==> src/rtl/cache_addr_seq_pkg.sv <==
// Shared defaults, state encoding and width helpers for the cache address
// sequencer and the arrays that reuse its decoders.
package cache_addr_seq_pkg;

    localparam int DEF_ADDR_W    = 16;
    localparam int DEF_SET_BITS  = 6;
    localparam int DEF_WORD_BITS = 3;
    localparam int DEF_BYTE_BITS = 1;

    typedef enum logic [1:0] {
        ST_IDLE = 2'd0,
        ST_LOOK = 2'd1,
        ST_FILL = 2'd2
    } state_e;

    function automatic int tag_width(input int aw, input int sb, input int wb, input int bb);
        return aw - sb - wb - bb;
    endfunction

endpackage

==> src/rtl/cache_addr_seq_onehot.sv <==
// Binary to one-hot decoder, shared by the set/offset decode and the arrays.
module onehot_dec #(
    parameter int N = 3
) (
    input  logic [N-1:0]      bin,
    output logic [(2**N)-1:0] onehot
);

    // Single bit set at the binary index.
    always_comb begin
        onehot      = '0;
        onehot[bin] = 1'b1;
    end

endmodule

==> src/rtl/cache_addr_seq.sv <==
// Address decode for single-cycle lookups plus a block-fill sequencer that
// issues every word of a missed block and decodes each returned word.
module cache_addr_seq
    import cache_addr_seq_pkg::*;
#(
    parameter int ADDR_W    = DEF_ADDR_W,
    parameter int SET_BITS  = DEF_SET_BITS,
    parameter int WORD_BITS = DEF_WORD_BITS,
    parameter int BYTE_BITS = DEF_BYTE_BITS
) (
    input  logic                                         clk,
    input  logic                                         rst_n,
    input  logic                                         req_valid,
    output logic                                         req_ready,
    input  logic                                         req_fill,
    input  logic [ADDR_W-1:0]                            req_addr,
    output logic                                         mem_req,
    output logic [ADDR_W-1:0]                            mem_addr,
    input  logic                                         mem_data_valid,
    output logic                                         out_valid,
    output logic [ADDR_W-SET_BITS-WORD_BITS-BYTE_BITS-1:0] out_tag,
    output logic [(2**SET_BITS)-1:0]                     out_set_onehot,
    output logic [(2**WORD_BITS)-1:0]                    out_offset_onehot,
    output logic                                         out_last,
    output logic                                         busy
);

    localparam int TAG_W = tag_width(ADDR_W, SET_BITS, WORD_BITS, BYTE_BITS);
    localparam int WORDS = 2**WORD_BITS;
    localparam int CNT_W = WORD_BITS + 1;
    localparam logic [ADDR_W-1:0] LOW_MASK = ADDR_W'((1 << (WORD_BITS + BYTE_BITS)) - 1);

    if (TAG_W < 1) begin : g_bad_tag
        $error("cache_addr_seq: address too narrow for set/word/byte fields");
    end

    state_e                  state_r;
    state_e                  state_nxt_s;
    logic [ADDR_W-1:0]       addr_r;
    logic [CNT_W-1:0]        issue_cnt_r;
    logic [CNT_W-1:0]        ret_cnt_r;
    logic                    accept_s;
    logic                    in_fill_s;
    logic                    fill_done_s;
    logic [ADDR_W-1:0]       fill_base_s;
    logic [WORD_BITS-1:0]    word_sel_s;
    logic [(2**SET_BITS)-1:0]  set_dec_s;
    logic [(2**WORD_BITS)-1:0] off_dec_s;

    assign in_fill_s   = (state_r == ST_FILL);
    assign req_ready   = ~in_fill_s;
    assign busy        = in_fill_s;
    assign accept_s    = req_valid & req_ready;
    assign fill_base_s = req_addr & ~LOW_MASK;
    assign fill_done_s = in_fill_s & mem_data_valid & (ret_cnt_r == CNT_W'(WORDS - 1));
    assign word_sel_s  = in_fill_s ? ret_cnt_r[WORD_BITS-1:0] : addr_r[BYTE_BITS +: WORD_BITS];

    onehot_dec #(.N(SET_BITS)) u_set_dec (
        .bin    (addr_r[BYTE_BITS+WORD_BITS +: SET_BITS]),
        .onehot (set_dec_s)
    );

    onehot_dec #(.N(WORD_BITS)) u_off_dec (
        .bin    (word_sel_s),
        .onehot (off_dec_s)
    );

    // Next-state selection; a new request may be taken from IDLE or LOOK.
    always_comb begin
        state_nxt_s = state_r;
        case (state_r)
            ST_IDLE, ST_LOOK: begin
                if (accept_s) begin
                    state_nxt_s = req_fill ? ST_FILL : ST_LOOK;
                end else begin
                    state_nxt_s = ST_IDLE;
                end
            end
            ST_FILL: begin
                if (fill_done_s) begin
                    state_nxt_s = ST_IDLE;
                end else begin
                    state_nxt_s = ST_FILL;
                end
            end
            default: state_nxt_s = ST_IDLE;
        endcase
    end

    // Issue strobe and word address; the offset field never carries out.
    always_comb begin
        mem_req  = in_fill_s & (issue_cnt_r < CNT_W'(WORDS));
        mem_addr = '0;
        if (mem_req) begin
            mem_addr = addr_r + (ADDR_W'(issue_cnt_r[WORD_BITS-1:0]) << BYTE_BITS);
        end else begin
            mem_addr = '0;
        end
    end

    // Decode outputs, forced to zero whenever out_valid is low.
    always_comb begin
        out_valid         = 1'b0;
        out_last          = 1'b0;
        out_tag           = '0;
        out_set_onehot    = '0;
        out_offset_onehot = '0;
        if (state_r == ST_LOOK) begin
            out_valid = 1'b1;
            out_last  = 1'b1;
        end else if (in_fill_s && mem_data_valid) begin
            out_valid = 1'b1;
            out_last  = fill_done_s;
        end else begin
            out_valid = 1'b0;
            out_last  = 1'b0;
        end
        if (out_valid) begin
            out_tag           = addr_r[ADDR_W-1 -: TAG_W];
            out_set_onehot    = set_dec_s;
            out_offset_onehot = off_dec_s;
        end else begin
            out_tag           = '0;
            out_set_onehot    = '0;
            out_offset_onehot = '0;
        end
    end

    // State, captured address and the two independent fill counters.
    always_ff @(posedge clk) begin
        if (!rst_n) begin
            state_r     <= ST_IDLE;
            addr_r      <= '0;
            issue_cnt_r <= '0;
            ret_cnt_r   <= '0;
        end else begin
            state_r <= state_nxt_s;
            if (accept_s) begin
                addr_r      <= req_fill ? fill_base_s : req_addr;
                issue_cnt_r <= '0;
                ret_cnt_r   <= '0;
            end else if (in_fill_s) begin
                if (mem_req) begin
                    issue_cnt_r <= issue_cnt_r + CNT_W'(1);
                end
                if (mem_data_valid) begin
                    ret_cnt_r <= ret_cnt_r + CNT_W'(1);
                end
            end
        end
    end

endmodule

==> config.mk <==
export PLATFORM = sky130hd
export DESIGN_NAME = cache_addr_seq
export DESIGN_NICKNAME = d
export VERILOG_FILES = /design/src/rtl/cache_addr_seq_pkg.sv /design/src/rtl/cache_addr_seq_onehot.sv /design/src/rtl/cache_addr_seq.sv
export SDC_FILE = /design/constraint.sdc
export NUM_CORES = 1
export LEC_CHECK = 0
export CAP_MARGIN = 20
export CORE_ASPECT_RATIO = 1.4
export CORE_MARGIN = 4
export CORE_UTILIZATION = 39
export CTS_BUF_LIST = sky130_fd_sc_hd__clkbuf_16
export DETAILED_ROUTE_END_ITERATION = 16
export HOLD_SLACK_MARGIN = 0.05
export PLACE_DENSITY_LB_ADDON = 0.25
export SYNTH_ARGS = -nofsm -noshare
export SYNTH_HDL_FRONTEND = slang
export SYNTH_SLANG_ARGS = --single-unit
==> constraint.sdc <==
create_clock -name clk -period 3.21 [get_ports clk]
set_input_delay 0.642 -clock clk [delete_from_list [all_inputs] [get_ports clk]]
set_output_delay 0.642 -clock clk [all_outputs]
set_load 0.02 [all_outputs]
* After elaboration in Yosys (flattened, before gate mapping) *
Index checks and enable logic that the tools add are counted.

cells by class
  add/subtract/negate cells = 3
  $lt $le $gt $ge = 5
  eq/ne operators = 3
  mux-type cells = 18
  bitwise gates (word level) = 6
  reduce and logical (&&, ||, !) cells = 8

operators with widths
  cell                                                                   number
  64-bit two-way mux                                                     1
  16-bit by 4-bit adder with 16-bit output                               1
  16-bit two-way mux                                                     1
  4-bit by 1-bit adder with 4-bit output, second input constant          2
  8-bit two-way mux                                                      1
  6-bit by 7-bit < comparator with 1-bit output, second input constant   1
  1-bit demux with 6-bit select                                          1
  6-bit by 1-bit >= comparator with 1-bit output, second input constant  1
  1-bit two-way mux                                                      6
  2-bit two-way mux                                                      3
  6-bit two-way mux                                                      1
  1-bit AND                                                              4
  4-bit by 3-bit equality test with 1-bit output, second input constant  1
  3-bit by 4-bit < comparator with 1-bit output, second input constant   1
  4-bit < comparator, second input constant                              1
  4-bit two-way mux                                                      1
  2-bit case mux with 2 select lines                                     1
  2-bit AND reduction                                                    2
  2-bit OR reduction                                                     2
  1-bit demux with 3-bit select                                          1
  3-bit by 1-bit >= comparator with 1-bit output, second input constant  1
  1-bit logical AND                                                      3
  3-bit two-way mux                                                      1
  2-bit by 1-bit equality test with 1-bit output, second input constant  1
  other kinds (3)                                                        4

word-level totals
  register bits after elaboration = 26
  input port bits = 21
  output and inout bits = 99
  word-level logic and storage cells = 47

* Longest topological paths before layout *
  depth in word-level cells = 7
  gate-level depth with buffers = 9
  depth with buffers taken out = 7

* By module *
A second synthesis with hierarchy kept.

second synthesis, totals
  cells, all modules = 353
  area, all modules = 2491.1 um^2

modules (own cells, without submodules)
  module                  instances  cells an instance  area an instance (um^2)  sequential area each (um^2)
  cache_addr_seq          1          250                1960.6                   520.5
  onehot_dec (u_set_dec)  1          95                 465.4                    0.0
  onehot_dec (u_off_dec)  1          8                  65.1                     0.0

* Worst setup path before layout *
No wires, ideal clock.

  kind = reg-to-output
  start = register issue_cnt_r[0]
  end = output port mem_addr[15]
  data arrival time = 2144 ps
  data required time = 2568 ps
  setup slack = 424 ps
  stages on the path, launching flop included = 8
  path buffers = 0
  path through = dfxtp_1 ha_1 inv_1 fa_1 and2b_1 o21ai_0 or4_1 a21oi_1

between the ends
  cells in the longest elaborated chain, start to end = 3
  elaborated cells on any way between the ends = 4
  those cells by class = add/sub: 1; order compare: 1; mux: 1; bitwise: 1

RTL lines
  element                                                                           RTL line               source
  from (decl)                                                                       cache_addr_seq.sv:40   logic [CNT_W-1:0] issue_cnt_r;
  from (signal assigned)                                                            cache_addr_seq.sv:144  issue_cnt_r <= issue_cnt_r + CNT_W'(1);
  branches (longest 2 deep; another with 16-bit by 4-bit adder with 16-bit output)  n/a
  16-bit two-way mux *                                                              cache_addr_seq.sv:94   if (mem_req) begin
  to (decl)                                                                         cache_addr_seq.sv:18   output logic [ADDR_W-1:0] mem_addr,

Every way passes the cells marked *.

* Worst setup path in the final report *
  start = input port mem_data_valid
  end = output port out_tag[0]

between the ends
  cells in the longest elaborated chain, start to end = 4

RTL lines
  element            RTL line               source
  from (decl)        cache_addr_seq.sv:19   input logic mem_data_valid,
  1-bit logical AND  cache_addr_seq.sv:111  end else if (in_fill_s && mem_data_valid) begin
  1-bit two-way mux  cache_addr_seq.sv:111
  1-bit two-way mux  cache_addr_seq.sv:108  if (state_r == ST_LOOK) begin
  6-bit two-way mux  cache_addr_seq.sv:118  if (out_valid) begin
  to (decl)          cache_addr_seq.sv:21   output logic [ADDR_W-SET_BITS-WORD_BITS-BYTE_BITS-1:0] out_tag,

Every way passes these cells.

==> results.json <==
{
  "min_from": "issue_cnt_r[3]$_SDFFE_PP0P_",
  "fp.dieArea_um2": 6709,
  "area_delta_synth_final_pct": 74.50,
  "synth-edff-count": 0,
  "antenna_cells": 0,
  "use_met1_pct": 20.72,
  "start_util_pct": 40.57,
  "routed_via_density": 5.105,
  "synth.distinct_cells": 48,
  "avgSynthCellArea_um2": 6.809,
  "die_y_um": 95.33,
  "fin_crit_sh_pct": 97.96,
  "cp.arrival_ns": 2.50,
  "final_area_um2": 3707,
  "grt_pass1_wl_um": 11500,
  "fin_skew_ns": 0.003516,
  "hold_buffers": 0,
  "fill_cells": 447,
  "dp_cells": 497,
  "grt_pass1_vias": 2438,
  "r2r_start": "state_r[0]$_SDFF_PN0_",
  "ys.flop_type": "dfxtp_1",
  "wire_per_inst_um": 14.87,
  "nets": 467,
  "top_usage_layer": "met2",
  "use_met3_pct": 3.165,
  "grtUsageMet2_pct": 43.05,
  "slew-limit-headroom_pct": 54.56,
  "critPathSlowestCell": "clkdlybuf4s50_1",
  "critPathLaunchType": "input pin",
  "seq_area_frac_synth_pct": 24.50,
  "mappedNetlistArea_um2": 2125,
  "drive_gt1_share_pct": 10.93,
  "critPathMaxFanout": 6,
  "cpLargestDelayFamily": "buffers and inverters",
  "grt_overflow": 0,
  "path_clk_slew_ns": 0.07,
  "fmax_mhz": 318.0,
  "end_kind": "output port",
  "synthCells": 312,
  "cts_tree": "done",
  "clock_path_buffers": 2,
  "dpl.hpwl_um": 5785,
  "ys_seq_elements": 26,
  "grt.total_usage_pct": 20.84,
  "crit_start": "mem_data_valid",
  "drv_slew": 0,
  "ys_async_sr_fraction_pct": 0,
  "pin_count": 120,
  "outcome": "completed",
  "reg2reg_slack_ns": 1.43,
  "setup_viol": 0,
  "cts_buffers": 3,
  "clk_latency_ns": 0.26,
  "worstPathBufferInverterCount": 4,
  "antenna_found_initial": 0,
  "p_leak_uw": 0.002358,
  "place_area_um2": 3440,
  "gp_congestion": 0.8748,
  "vias": 2578,
  "tns_ns": 0,
  "vdd.ir_drop.worst_mv": 0.3039,
  "powerDensity_nw_per_um2": 246.3,
  "ant_nets": 0,
  "io_buffers": 119,
  "route.detailed.drc": 0,
  "criticalPathCategory": "in -> out",
  "cts_max_level": 1,
  "drt_first_pass_iters": 4,
  "core_area_um2": 5236,
  "crit_path_max_incr_delay_ns": 0.59,
  "cts_sinks": 26,
  "worstMarginPinSlew_ns": 0.6795,
  "fin_crit_ns": 3.145,
  "finalHoldViolations": 0,
  "drtIter0Drc": 72,
  "yosysWarnings": 0,
  "routed_wl_um": 7508,
  "crit_chain": "clkdlybuf4s50_1 -> nand3b_1 -> buf_4 -> nand2_2 -> buf_4 -> and2_2 -> clkdlybuf4s50_1",
  "die_w_um": 70.38,
  "cap_viol_max_count": 0,
  "power_uw": 913.1,
  "syn-num-nets": 339,
  "cp_data_required_time_ns": 2.57,
  "row_count": 31,
  "fin_cells": 505,
  "grt_start_max_net_pins": 24,
  "root_buffer": "clkbuf_16",
  "hold_class": "reg -> reg"
}
[logic make-up (layout without fill, tap and decap cells)]
group                      count (synthesis)  count (layout)  share of synthesized area [%]
AOI/OAI and AO/OA                         51              51                          16.43
xor gates and xnor gates                  12              12                          4.947
adders and majority gates                  6               6                          3.887
buffers and inverters                     33             160                          8.128
DFF                                       26              26                          24.50
and+or+nand+nor                          184             184                          42.11
[final timing paths]
path | cells after the start | endpoint
worst max register to register | 7 | issue_cnt_r[2]$_SDFFE_PP0P_
worst min register to register | 2 | issue_cnt_r[3]$_SDFFE_PP0P_
worst max-delay path | 7 | out_tag[0]
worst min-delay path | 2 | issue_cnt_r[3]$_SDFFE_PP0P_
[stage by stage]
stage	worst slack (ns)	utilization [%]	hold WS, ns
finish	0.06549	70.80	0.4697
CTS	0.002162	67.46	0.4740
detailed placement	-0.1207	65.69	0.4650
global placement	-0.03955	65.69	0.4492
floorplan	0.4238	-	0.4358
global route	-0.03389	70.80	0.5099
[layout by cell type (no fill, tap or decap), drive strengths merged, types with 9 or more instances in the layout]
master,instances
nand2,40
nor2,88
dlymetal6s2s,57
inv,9
and2,11
dfxtp,26
buf,28
clkdlybuf4s50,46
a21boi,19
a21oi,9
dlygate4sd2,14
[power by group]
group / total (uW) / internal, uW / switching, uW / leakage, uW
clock: 361 / 248 / 113 / 0.0000511
sequential: 348 / 336 / 11.6 / 0.000212
combinational: 204 / 90.0 / 114 / 0.00209
[synth_stat cells (2+ instances only)]
cell	number	area, um2
dfxtp_1	26	520.5
xnor2_1	5	43.79
and2_2	2	15.01
nand2_1	40	150.1
nor2_1	88	330.3
nand4b_1	3	26.28
and3_1	3	18.77
and2b_1	2	15.01
inv_2	2	7.510
a21oi_1	8	40.04
nand3b_1	8	60.06
nand4bb_1	2	22.52
buf_2	10	50.05
o2111ai_1	2	17.52
nand3_1	3	15.01
or4_1	2	15.01
clkbuf_1	7	26.28
nand3_2	2	20.02
ha_1	5	62.56
nor3b_1	2	15.01
a211oi_1	2	15.01
clkbuf_2	2	10.01
a31oi_1	5	31.28
nand4_1	4	25.02
or3_1	2	12.51
clkbuf_8	3	41.29
xor2_1	7	61.31
o21ai_0	7	35.03
o31ai_1	2	15.01
inv_1	7	26.28
nand2b_1	4	25.02
or3b_2	2	17.52
and2_1	9	56.30
a21boi_0	19	142.6
nor3_1	2	10.01
[area by class of cell]
| cell class | count | area (um2) | share of cell area [%] |
|---|---|---|---|
| clock buffers | 3 | 75.07 | 2.025 |
| clock inverters | 1 | 30.03 | 0.8100 |
| inverters | 9 | 33.78 | 0.9112 |
| multi-input cells | 253 | 1444 | 38.95 |
| flip-flops and latches | 26 | 520.5 | 14.04 |
| well taps | 66 | 82.58 | 2.227 |
| repair buffers | 147 | 1521 | 41.04 |
[timing repair]
item	CTS	global route
hold endpoints to repair	0	0
setup buffers	0	4
pin swaps	0	2
gates resized for setup	18	62
setup endpoints to repair	25	56
[flip-flops by register name (all words and copies together) (netlist names)]
register / count
ret_cnt_r: 4
addr_r: 16
issue_cnt_r: 4
state_r: 2
[layer usage]
layer	share of wire, %	routed length [um]
met2	53	3985
met1	36	2736
met4	2.1	161
met5	0	0
met3	8.3	625
[worst register-to-register path: cells and delay by family, from the launching register on]
family | cells | cell delay (ns)
AND/OR/NAND/NOR | 4 | 0.85
XOR/XNOR | 1 | 0.18
flip-flops | 1 | 0.37
buffers and inverters | 2 | 0.27
(Power assumes the default switching activity.)
